### src/rtl/fm_pkg.sv
// Shared constants and FSM state type for the FM parameter SPI slave.
package fm_pkg;

    // Frame layout: 1 R/W bit + 7 address bits, then 32 data bits.
    localparam int FRAME_BITS = 40;
    localparam int ADDR_BITS  = 8;

    // Register address map.
    localparam logic [6:0] ADDR_CARRIER = 7'h00;
    localparam logic [6:0] ADDR_MOD     = 7'h01;
    localparam logic [6:0] ADDR_DEV     = 7'h02;
    localparam logic [6:0] ADDR_CTRL    = 7'h03;
    localparam logic [6:0] ADDR_COMMIT  = 7'h04;

    // Frame-receive FSM states; encoding is visible on the debug port.
    typedef enum logic [1:0] {
        ST_IDLE = 2'd0,
        ST_ADDR = 2'd1,
        ST_DATA = 2'd2,
        ST_DONE = 2'd3
    } spi_state_e;

endpackage

### src/rtl/sync_edge.sv
// Two-flop synchronizer with a third flop for single-cycle rise/fall pulses.
module sync_edge #(
    parameter logic RST_VAL = 1'b0
) (
    input  logic clk,
    input  logic rst_n,
    input  logic d,
    output logic level,
    output logic rise,
    output logic fall
);

    logic s1_q, s2_q, s3_q;
    logic s1_d, s2_d, s3_d;

    // Shift the asynchronous input through the synchronizer and history stage.
    always_comb begin
        s1_d = d;
        s2_d = s1_q;
        s3_d = s2_q;
    end

    // Synchronizer registers; reset to the line's idle level.
    always_ff @(posedge clk or negedge rst_n) begin
        if (!rst_n) begin
            s1_q <= RST_VAL;
            s2_q <= RST_VAL;
            s3_q <= RST_VAL;
        end else begin
            s1_q <= s1_d;
            s2_q <= s2_d;
            s3_q <= s3_d;
        end
    end

    assign level = s2_q;
    assign rise  = s2_q & ~s3_q;
    assign fall  = ~s2_q & s3_q;

endmodule

### src/rtl/fm_param_spi.sv
// SPI-slave shadow/active parameter bank feeding the FM generator.
// Writes land in shadow registers; a COMMIT write copies all shadows to the
// active outputs in a single cycle so the generator never sees a partial set.
module fm_param_spi
    import fm_pkg::*;
#(
    parameter int ACC_WIDTH   = 32,
    parameter int SINE_WIDTH  = 16,
    parameter int CARRIER_RST = 200000000,
    parameter int MOD_RST     = 66770,
    parameter int DEV_RST     = 4
) (
    input  logic                  i_clk,
    input  logic                  i_resetb,
    input  logic                  i_sclk,
    input  logic                  i_cs_n,
    input  logic                  i_mosi,
    output logic                  o_miso,
    output logic [ACC_WIDTH-2:0]  o_carrier_inc,
    output logic [ACC_WIDTH-2:0]  o_mod_inc,
    output logic [SINE_WIDTH:0]   o_deviation,
    output logic                  o_ce,
    output logic                  o_update,
    output logic                  o_frame_err,
    output logic [1:0]            o_dbg_state
);

    localparam int CAR_W = ACC_WIDTH - 1;
    localparam int DEV_W = SINE_WIDTH + 1;
    localparam logic [CAR_W-1:0] CAR_INIT = CAR_W'(CARRIER_RST);
    localparam logic [CAR_W-1:0] MOD_INIT = CAR_W'(MOD_RST);
    localparam logic [DEV_W-1:0] DEV_INIT = DEV_W'(DEV_RST);
    localparam logic [5:0] LAST_HDR_BIT   = 6'(ADDR_BITS - 1);
    localparam logic [5:0] LAST_FRAME_BIT = 6'(FRAME_BITS - 1);

    logic sclk_rise, sclk_fall, unused_sclk_lvl;
    logic cs_lvl, cs_rise, cs_fall;
    logic mosi_lvl, unused_mosi_rise, unused_mosi_fall;

    sync_edge #(.RST_VAL(1'b0)) u_sync_sclk (
        .clk(i_clk), .rst_n(i_resetb), .d(i_sclk),
        .level(unused_sclk_lvl), .rise(sclk_rise), .fall(sclk_fall)
    );

    // Chip select idles high, so its synchronizer resets high to avoid a false frame start.
    sync_edge #(.RST_VAL(1'b1)) u_sync_cs (
        .clk(i_clk), .rst_n(i_resetb), .d(i_cs_n),
        .level(cs_lvl), .rise(cs_rise), .fall(cs_fall)
    );

    sync_edge #(.RST_VAL(1'b0)) u_sync_mosi (
        .clk(i_clk), .rst_n(i_resetb), .d(i_mosi),
        .level(mosi_lvl), .rise(unused_mosi_rise), .fall(unused_mosi_fall)
    );

    spi_state_e state_q, state_d;
    logic [5:0]            cnt_q, cnt_d;
    logic [FRAME_BITS-1:0] rx_q, rx_d;
    logic [31:0]           tx_q, tx_d;
    logic                  miso_q, miso_d;
    logic [CAR_W-1:0]      car_sh_q, car_sh_d, mod_sh_q, mod_sh_d;
    logic [DEV_W-1:0]      dev_sh_q, dev_sh_d;
    logic                  ce_sh_q, ce_sh_d;
    logic [CAR_W-1:0]      car_q, car_d, mod_q, mod_d;
    logic [DEV_W-1:0]      dev_q, dev_d;
    logic                  ce_q, ce_d;
    logic                  upd_q, upd_d, err_q, err_d;

    logic [6:0]  rd_addr;
    logic [31:0] rd_val;
    logic [6:0]  wr_addr;

    // The address completes on the 8th SCLK edge: 6 bits already shifted plus the live MOSI bit.
    assign rd_addr = {rx_q[5:0], mosi_lvl};
    assign wr_addr = rx_q[FRAME_BITS-2:32];

    // Read-back mux: shadow value zero-extended; COMMIT and unmapped read 0.
    always_comb begin
        rd_val = '0;
        case (rd_addr)
            ADDR_CARRIER: rd_val = 32'(car_sh_q);
            ADDR_MOD:     rd_val = 32'(mod_sh_q);
            ADDR_DEV:     rd_val = 32'(dev_sh_q);
            ADDR_CTRL:    rd_val = 32'(ce_sh_q);
            default:      rd_val = '0;
        endcase
    end

    // Frame FSM, shift registers, shadow writes and commit.
    always_comb begin
        state_d  = state_q;
        cnt_d    = cnt_q;
        rx_d     = rx_q;
        tx_d     = tx_q;
        miso_d   = miso_q;
        car_sh_d = car_sh_q;
        mod_sh_d = mod_sh_q;
        dev_sh_d = dev_sh_q;
        ce_sh_d  = ce_sh_q;
        car_d    = car_q;
        mod_d    = mod_q;
        dev_d    = dev_q;
        ce_d     = ce_q;
        upd_d    = 1'b0;
        err_d    = 1'b0;
        case (state_q)
            ST_IDLE: begin
                miso_d = 1'b0;
                if (cs_fall) begin
                    state_d = ST_ADDR;
                    cnt_d   = '0;
                end
            end
            ST_ADDR: begin
                if (cs_rise) begin
                    err_d   = 1'b1;
                    state_d = ST_IDLE;
                    miso_d  = 1'b0;
                end else if (sclk_rise) begin
                    rx_d  = {rx_q[FRAME_BITS-2:0], mosi_lvl};
                    cnt_d = cnt_q + 6'd1;
                    if (cnt_q == LAST_HDR_BIT) begin
                        state_d = ST_DATA;
                        // rx_q[6] holds the R/W bit at this point.
                        tx_d    = rx_q[ADDR_BITS-2] ? rd_val : '0;
                    end
                end
            end
            ST_DATA: begin
                if (cs_rise) begin
                    err_d   = 1'b1;
                    state_d = ST_IDLE;
                    miso_d  = 1'b0;
                end else if (sclk_rise) begin
                    rx_d  = {rx_q[FRAME_BITS-2:0], mosi_lvl};
                    cnt_d = cnt_q + 6'd1;
                    if (cnt_q == LAST_FRAME_BIT) begin
                        state_d = ST_DONE;
                    end
                end else if (sclk_fall) begin
                    miso_d = tx_q[31];
                    tx_d   = {tx_q[30:0], 1'b0};
                end
            end
            ST_DONE: begin
                if (sclk_rise) begin
                    err_d   = 1'b1;
                    state_d = ST_IDLE;
                    miso_d  = 1'b0;
                end else if (cs_rise) begin
                    state_d = ST_IDLE;
                    miso_d  = 1'b0;
                    if (!rx_q[FRAME_BITS-1]) begin
                        case (wr_addr)
                            ADDR_CARRIER: car_sh_d = rx_q[CAR_W-1:0];
                            ADDR_MOD:     mod_sh_d = rx_q[CAR_W-1:0];
                            ADDR_DEV:     dev_sh_d = rx_q[DEV_W-1:0];
                            ADDR_CTRL:    ce_sh_d  = rx_q[0];
                            ADDR_COMMIT: begin
                                car_d = car_sh_q;
                                mod_d = mod_sh_q;
                                dev_d = dev_sh_q;
                                ce_d  = ce_sh_q;
                                upd_d = 1'b1;
                            end
                            default: ;
                        endcase
                    end
                end else if (sclk_fall) begin
                    miso_d = 1'b0;
                end
            end
            default: state_d = ST_IDLE;
        endcase
    end

    // State, shadow and active registers.
    always_ff @(posedge i_clk or negedge i_resetb) begin
        if (!i_resetb) begin
            state_q  <= ST_IDLE;
            cnt_q    <= '0;
            rx_q     <= '0;
            tx_q     <= '0;
            miso_q   <= 1'b0;
            car_sh_q <= CAR_INIT;
            mod_sh_q <= MOD_INIT;
            dev_sh_q <= DEV_INIT;
            ce_sh_q  <= 1'b1;
            car_q    <= CAR_INIT;
            mod_q    <= MOD_INIT;
            dev_q    <= DEV_INIT;
            ce_q     <= 1'b1;
            upd_q    <= 1'b0;
            err_q    <= 1'b0;
        end else begin
            state_q  <= state_d;
            cnt_q    <= cnt_d;
            rx_q     <= rx_d;
            tx_q     <= tx_d;
            miso_q   <= miso_d;
            car_sh_q <= car_sh_d;
            mod_sh_q <= mod_sh_d;
            dev_sh_q <= dev_sh_d;
            ce_sh_q  <= ce_sh_d;
            car_q    <= car_d;
            mod_q    <= mod_d;
            dev_q    <= dev_d;
            ce_q     <= ce_d;
            upd_q    <= upd_d;
            err_q    <= err_d;
        end
    end

    assign o_miso        = miso_q & ~cs_lvl;
    assign o_carrier_inc = car_q;
    assign o_mod_inc     = mod_q;
    assign o_deviation   = dev_q;
    assign o_ce          = ce_q;
    assign o_update      = upd_q;
    assign o_frame_err   = err_q;
    assign o_dbg_state   = state_q;

endmodule

### config.mk
export PLATFORM = sky130hd
export DESIGN_NAME = fm_param_spi
export DESIGN_NICKNAME = d
export VERILOG_FILES = /design/src/rtl/fm_pkg.sv /design/src/rtl/sync_edge.sv /design/src/rtl/fm_param_spi.sv
export SDC_FILE = /design/constraint.sdc
export NUM_CORES = 1
export LEC_CHECK = 0
export BUFFER_PORTS_ARGS = -buffer_cell sky130_fd_sc_hd__buf_2
export CORE_ASPECT_RATIO = 0.75
export CORE_MARGIN = 3
export CORE_UTILIZATION = 60
export DETAILED_ROUTE_END_ITERATION = 8
export GPL_TIMING_DRIVEN = 1
export PLACE_DENSITY = 0.8
export SLEW_MARGIN = 10
export SYNTH_ARGS = -nofsm -noshare
export SYNTH_HDL_FRONTEND = slang
export SYNTH_SLANG_ARGS = --single-unit
### constraint.sdc
create_clock -name i_clk -period 3.4 [get_ports i_clk]
set_input_delay 0.51 -clock i_clk [delete_from_list [all_inputs] [get_ports i_clk]]
set_output_delay 0.51 -clock i_clk [all_outputs]
set_load 0.02 [all_outputs]
After elaboration in Yosys (flattened, before gate mapping) --
Cells that the tools add are included.
Word-level totals: register bits after elaboration 251, bits of input ports 5, output and inout port bits 85
Cells by class: add/sub/neg operators 1, equality and inequality tests 30, multiplexer cells 39, bitwise operators 12, reduce and logical (&&, ||, !) cells 16
Operators with widths (count):
- 32-bit two-way mux | 7
- 31-bit one-hot mux with 4 select lines | 1
- 32-bit one-hot mux with 2 select lines | 1
- 7-bit by 2-bit equality test with 1-bit output, second input constant | 4
- 5-bit AND reduction | 5
- 3-bit != test, second input constant | 7
- 2-bit two-way mux | 9
- 6-bit two-way mux | 3
- 2-bit != test, second input constant | 9
- 7-bit by 1-bit equality test with 1-bit output, second input constant | 2
- 7-bit logical NOT | 2
- 1-bit two-way mux | 14
- 6-bit one-hot mux with 2 select lines | 1
- 2-bit one-hot mux with 4 select lines | 1
- 4-bit AND reduction | 2
- 7-bit by 3-bit equality test with 1-bit output, second input constant | 1
- 1-bit inverter | 7
- 7-bit AND reduction | 1
- 6-bit by 1-bit adder with 6-bit output, second input constant | 1
- 6-bit by 3-bit equality test with 1-bit output, second input constant | 1
- 6-bit equality test, second input constant | 1
- 6-bit AND reduction | 1
- 1-bit bitwise AND | 5
- 2-bit equality test, second input constant | 2
- other kinds (9) | 10

Longest topological paths before layout --
depth in word-level cells 7, gate-level depth with buffers 7, depth with buffers taken out 6

By module --
From an unflattened synthesis, not the netlist that was laid out.
Unflattened totals: cells, all modules 801, area total of the unflattened synthesis 10486.3 sq um
Modules (own cells, without submodules):
- fm_param_spi | times used 1, cells each 786, area each 10212.3 sq um, sequential area each 6130.9 sq um
- sync_edge at u_sync_mosi ... | times used 2, cells each 5, area each 90.1 sq um, sequential area each 75.1 sq um
- sync_edge at u_sync_cs | times used 1, cells each 5, area each 93.8 sq um, sequential area each 78.8 sq um

Worst setup path before layout --
Ideal clock, no wire load.
path type register to register, from reg state_q[1], in the netlist o_dbg_state[1], to reg dev_sh_q[10], library setup time 125 ps, data arrival time 2184 ps, slack 1091 ps, cell stages (with the launch flop) 7, path buffers 1, clock period less this slack 2309 ps, cells stage by stage dfrtp_1 ha_1 or4b_4 nor4b_4 nand3b_2 clkbuf_8 mux2_2
On the way: longest elaborated chain between the ends 2
RTL lines:
- from (decl) | line fm_param_spi.sv:56 | spi_state_e state_q, state_d;
- from (signal assigned) | line fm_param_spi.sv:196 | state_q <= state_d;
- 2-bit equality test | line fm_param_spi.sv:106 | case (state_q)
- 5-bit AND reduction (no source line)
- to (signal assigned) | line fm_param_spi.sv:203 | dev_sh_q <= dev_sh_d;
- to (decl) | line fm_param_spi.sv:62 | logic [DEV_W-1:0] dev_sh_q, dev_sh_d;
Every way passes these cells. A chain may end at the register's enable or synchronous reset.

Worst setup path in the final report --
from reg state_q[0], in the netlist o_dbg_state[0], to reg dev_sh_q[11]
Same word-level chain as after synthesis.

==> run metrics <==
family with the most delay on the worst path=simple AND/OR/NAND/NOR gates; slowest cell on the critical path=or4b_4; final setup violating endpoints=0; worst r2r src=o_dbg_state[0]; Fin. Hold Viols=0; first-pass iteration count of the detailed router=4; via/cell ratio=5.91; share of power burned in registers=0.477; YS warnings=0; Routed Antenna Nets=0; Most Crowded Layer GR=met2; startpoint types=register; RSZ-0062 raised after global routing=false; FILL cells=1,100; Synth area leader=dfrtp_1; number of flops mapped to enable cells by yosys=0; Critical Path RT=3790 ps; TNS Setup=0 ps; Root Driver=clkbuf_16; die extent in y=120 um; vias in the first global route=6,417; cts hold-fix bufs=0; fin crit period=2570 ps; status=complete, no violations; Place WS=860 ps; DRT iter0 DRCs=364; I/O pins=90; port bufs=89; Rel. slew slack=0.428; Worst Skew=6.74 ps; logic gate share of total power=0.129; critical setup path kind=reg -> reg; min setup slack post-route=826 ps; post-synth top area share=0.498; Syn-to-layout area delta=14.5%; Initial Util=0.618; die span in x=158 um; clk buf depth=3; worst slew pin tran=858 ps; Crit. End Element=register; Avg Inst Size Synth=14.9 sq um; CTS Sinks=251; post-synthesis sequential area ratio=0.606; H-tree levels=1; final WL=20,500 um; share of layout cells above drive strength 1=0.520; Synth async-reset ratio=1.00; Fmax=388 MHz; critical path arrival=2960 ps; met1 usage=0.332; Final Slew Violations=0; HPWL Detailed=13,200 um; wire per inst=19.9 um; Max IR drop VDD=313 uV; P per Cell Area=569 nW/um^2; Area contributors post-synth=dfrtp_1 50%, mux2_2 25%, dfstp_2 11%, mux2i_1 3.2%, a22o_1 1.3%; max_cap viols=0; fin crit share=0.757; worst r2r dst=dev_sh_q[11]; first-pass GRT wire length=34,000 um; Netlist cell types=44; Clock power frac=0.394; Syn Inst Count=703; Post-Syn Area=10,500 sq um; synthesized flop and latch total=251; clock latency on the worst-skew pair=500 ps; Worst-path clk slew=60 ps; Global Route Usage Sum=0.223; die area=19,100 sq um; PnR Total Power=6.81 mW; Leakage=6.11 nW; largest net degree at the start of global routing=108; CTS tree=built; fin nets=809; CP peak stage delay=500 ps; Fin Hold WS=45.0 ps; Syn Nets=716; worst path buffer plus inverter count=0; routability congestion estimate=0.762; Critical Path, Cell by Cell=ha_1, or4b_4, nor4b_4, nand3b_2, mux2_2; Hold WC Path Type=in -> async; ant diodes=0; core area=16,900 sq um; number of setup buffers added after CTS=0; initial antenna violation count=0; via count=6,077; crit-path max FO=17; grt total ovfl=0; cts repair resizes=0; row cnt=41; met3 GRT Util=0.0372; sw frac=0.259; DR DRC count=0; Internal Power=5.04 mW; flop2flop setup slack=830 ps; met2 Use GR=0.349; TritonCTS Buffers=24; Top FF cell, synth=dfrtp_1; switching power=1.76 mW; reg2reg path depth=5
-- placed cells by master (no fill, tap or decap), types with 9 or more instances in the layout --
| cell | instances |
|---|---|
| inv_1 | 9 |
| buf_4 | 15 |
| dfstp_2 | 43 |
| o2bb2ai_1 | 16 |
| o21ai_0 | 21 |
| nand2_1 | 21 |
| a22o_1 | 16 |
| clkbuf_16 | 25 |
| dfrtp_1 | 207 |
| mux2_2 | 229 |
| buf_2 | 88 |
| mux2i_1 | 33 |
-- Yosys cell counts, types with 2 or more instances --
library cell,n
a21oi_1,5
a22o_1,16
a22oi_1,2
buf_1,6
buf_2,8
clkbuf_1,24
dfrtp_1,208
dfstp_2,43
ha_1,8
inv_1,9
mux2_1,2
mux2_2,229
mux2i_1,33
nand2_1,21
nand2b_1,5
nand3_1,3
nand3b_1,4
nor2_1,8
nor2b_1,4
nor3_1,2
nor4bb_1,2
o21ai_0,21
o2bb2ai_1,16
or3_1,2
or4_1,3
-- stage by stage --
step / instance area, sq um / util / instances
finish: 12000 / 0.707 / 1029
global route: 12000 / 0.707 / 1029
CTS: 12000 / 0.707 / 1029
detailed placement: 11200 / 0.660 / 985
global placement: 11200 / 0.660 / 985
floorplan: 10500 / - / 703
-- state kept, by name (all words and copies together) (netlist names), 2 cells and up --
register,count
cnt_q,6
o_carrier_inc,31
o_dbg_state,2
o_mod_inc,31
dev_sh_q,17
rx_q,40
mod_sh_q,31
car_sh_q,31
o_deviation,17
tx_q,32
-- final cells by class --
| type | instances | area, sq um | area share |
|---|---|---|---|
| clock buffers | 37 | 711 | 0.0594 |
| clock inverters | 7 | 92.6 | 0.00773 |
| inverters | 9 | 33.8 | 0.00282 |
| multi-input cells | 404 | 3920 | 0.328 |
| flip-flops and latches | 251 | 6340 | 0.529 |
| well taps | 215 | 269 | 0.0225 |
| repair buffers | 106 | 608 | 0.0508 |
-- worst max path at each step --
stage | from | end | cells past startpoint
final | o_dbg_state[0] | dev_sh_q[11] | 5
after global routing | o_dbg_state[0] | dev_sh_q[11] | 5
after CTS | o_dbg_state[0] | dev_sh_q[11] | 5
after detailed placement | o_dbg_state[0] | dev_sh_q[11] | 5
after global placement | o_dbg_state[1] | dev_sh_q[14] | 5
after floorplan | o_dbg_state[1] | dev_sh_q[10] | 6
-- worst reg2reg max path, stage by stage, from the launching register on --
cell	delay [ps]
dfrtp_1	420
ha_1	270
or4b_4	500
nor4b_4	340
nand3b_2	480
mux2_2	450
-- kinds of logic after synthesis --
kind of cell	Yosys count	share of synthesized area
compound gates	68	0.0472
mux	265	0.283
simple gates	63	0.0357
flops	251	0.606
fa+ha+maj	8	0.00957
buf+inv	48	0.0191
-- power groups by stage --
stage	combinational (mW)	sequential, mW	clock, mW
after floorplan	0.618	3.25	0
after global placement	0.820	3.28	0
after detailed placement	0.862	3.29	0
after CTS	0.877	3.24	2.73
after global routing	0.962	3.26	2.87
final	0.880	3.25	2.68
-- per-layer routing --
layer	routed length, um	up-vias
li1	-	2737
met1	9710	3166
met2	9540	136
met3	844	38
met4	410	0
met5	0	-
Note: power is estimated with default switching activity, not from simulation.
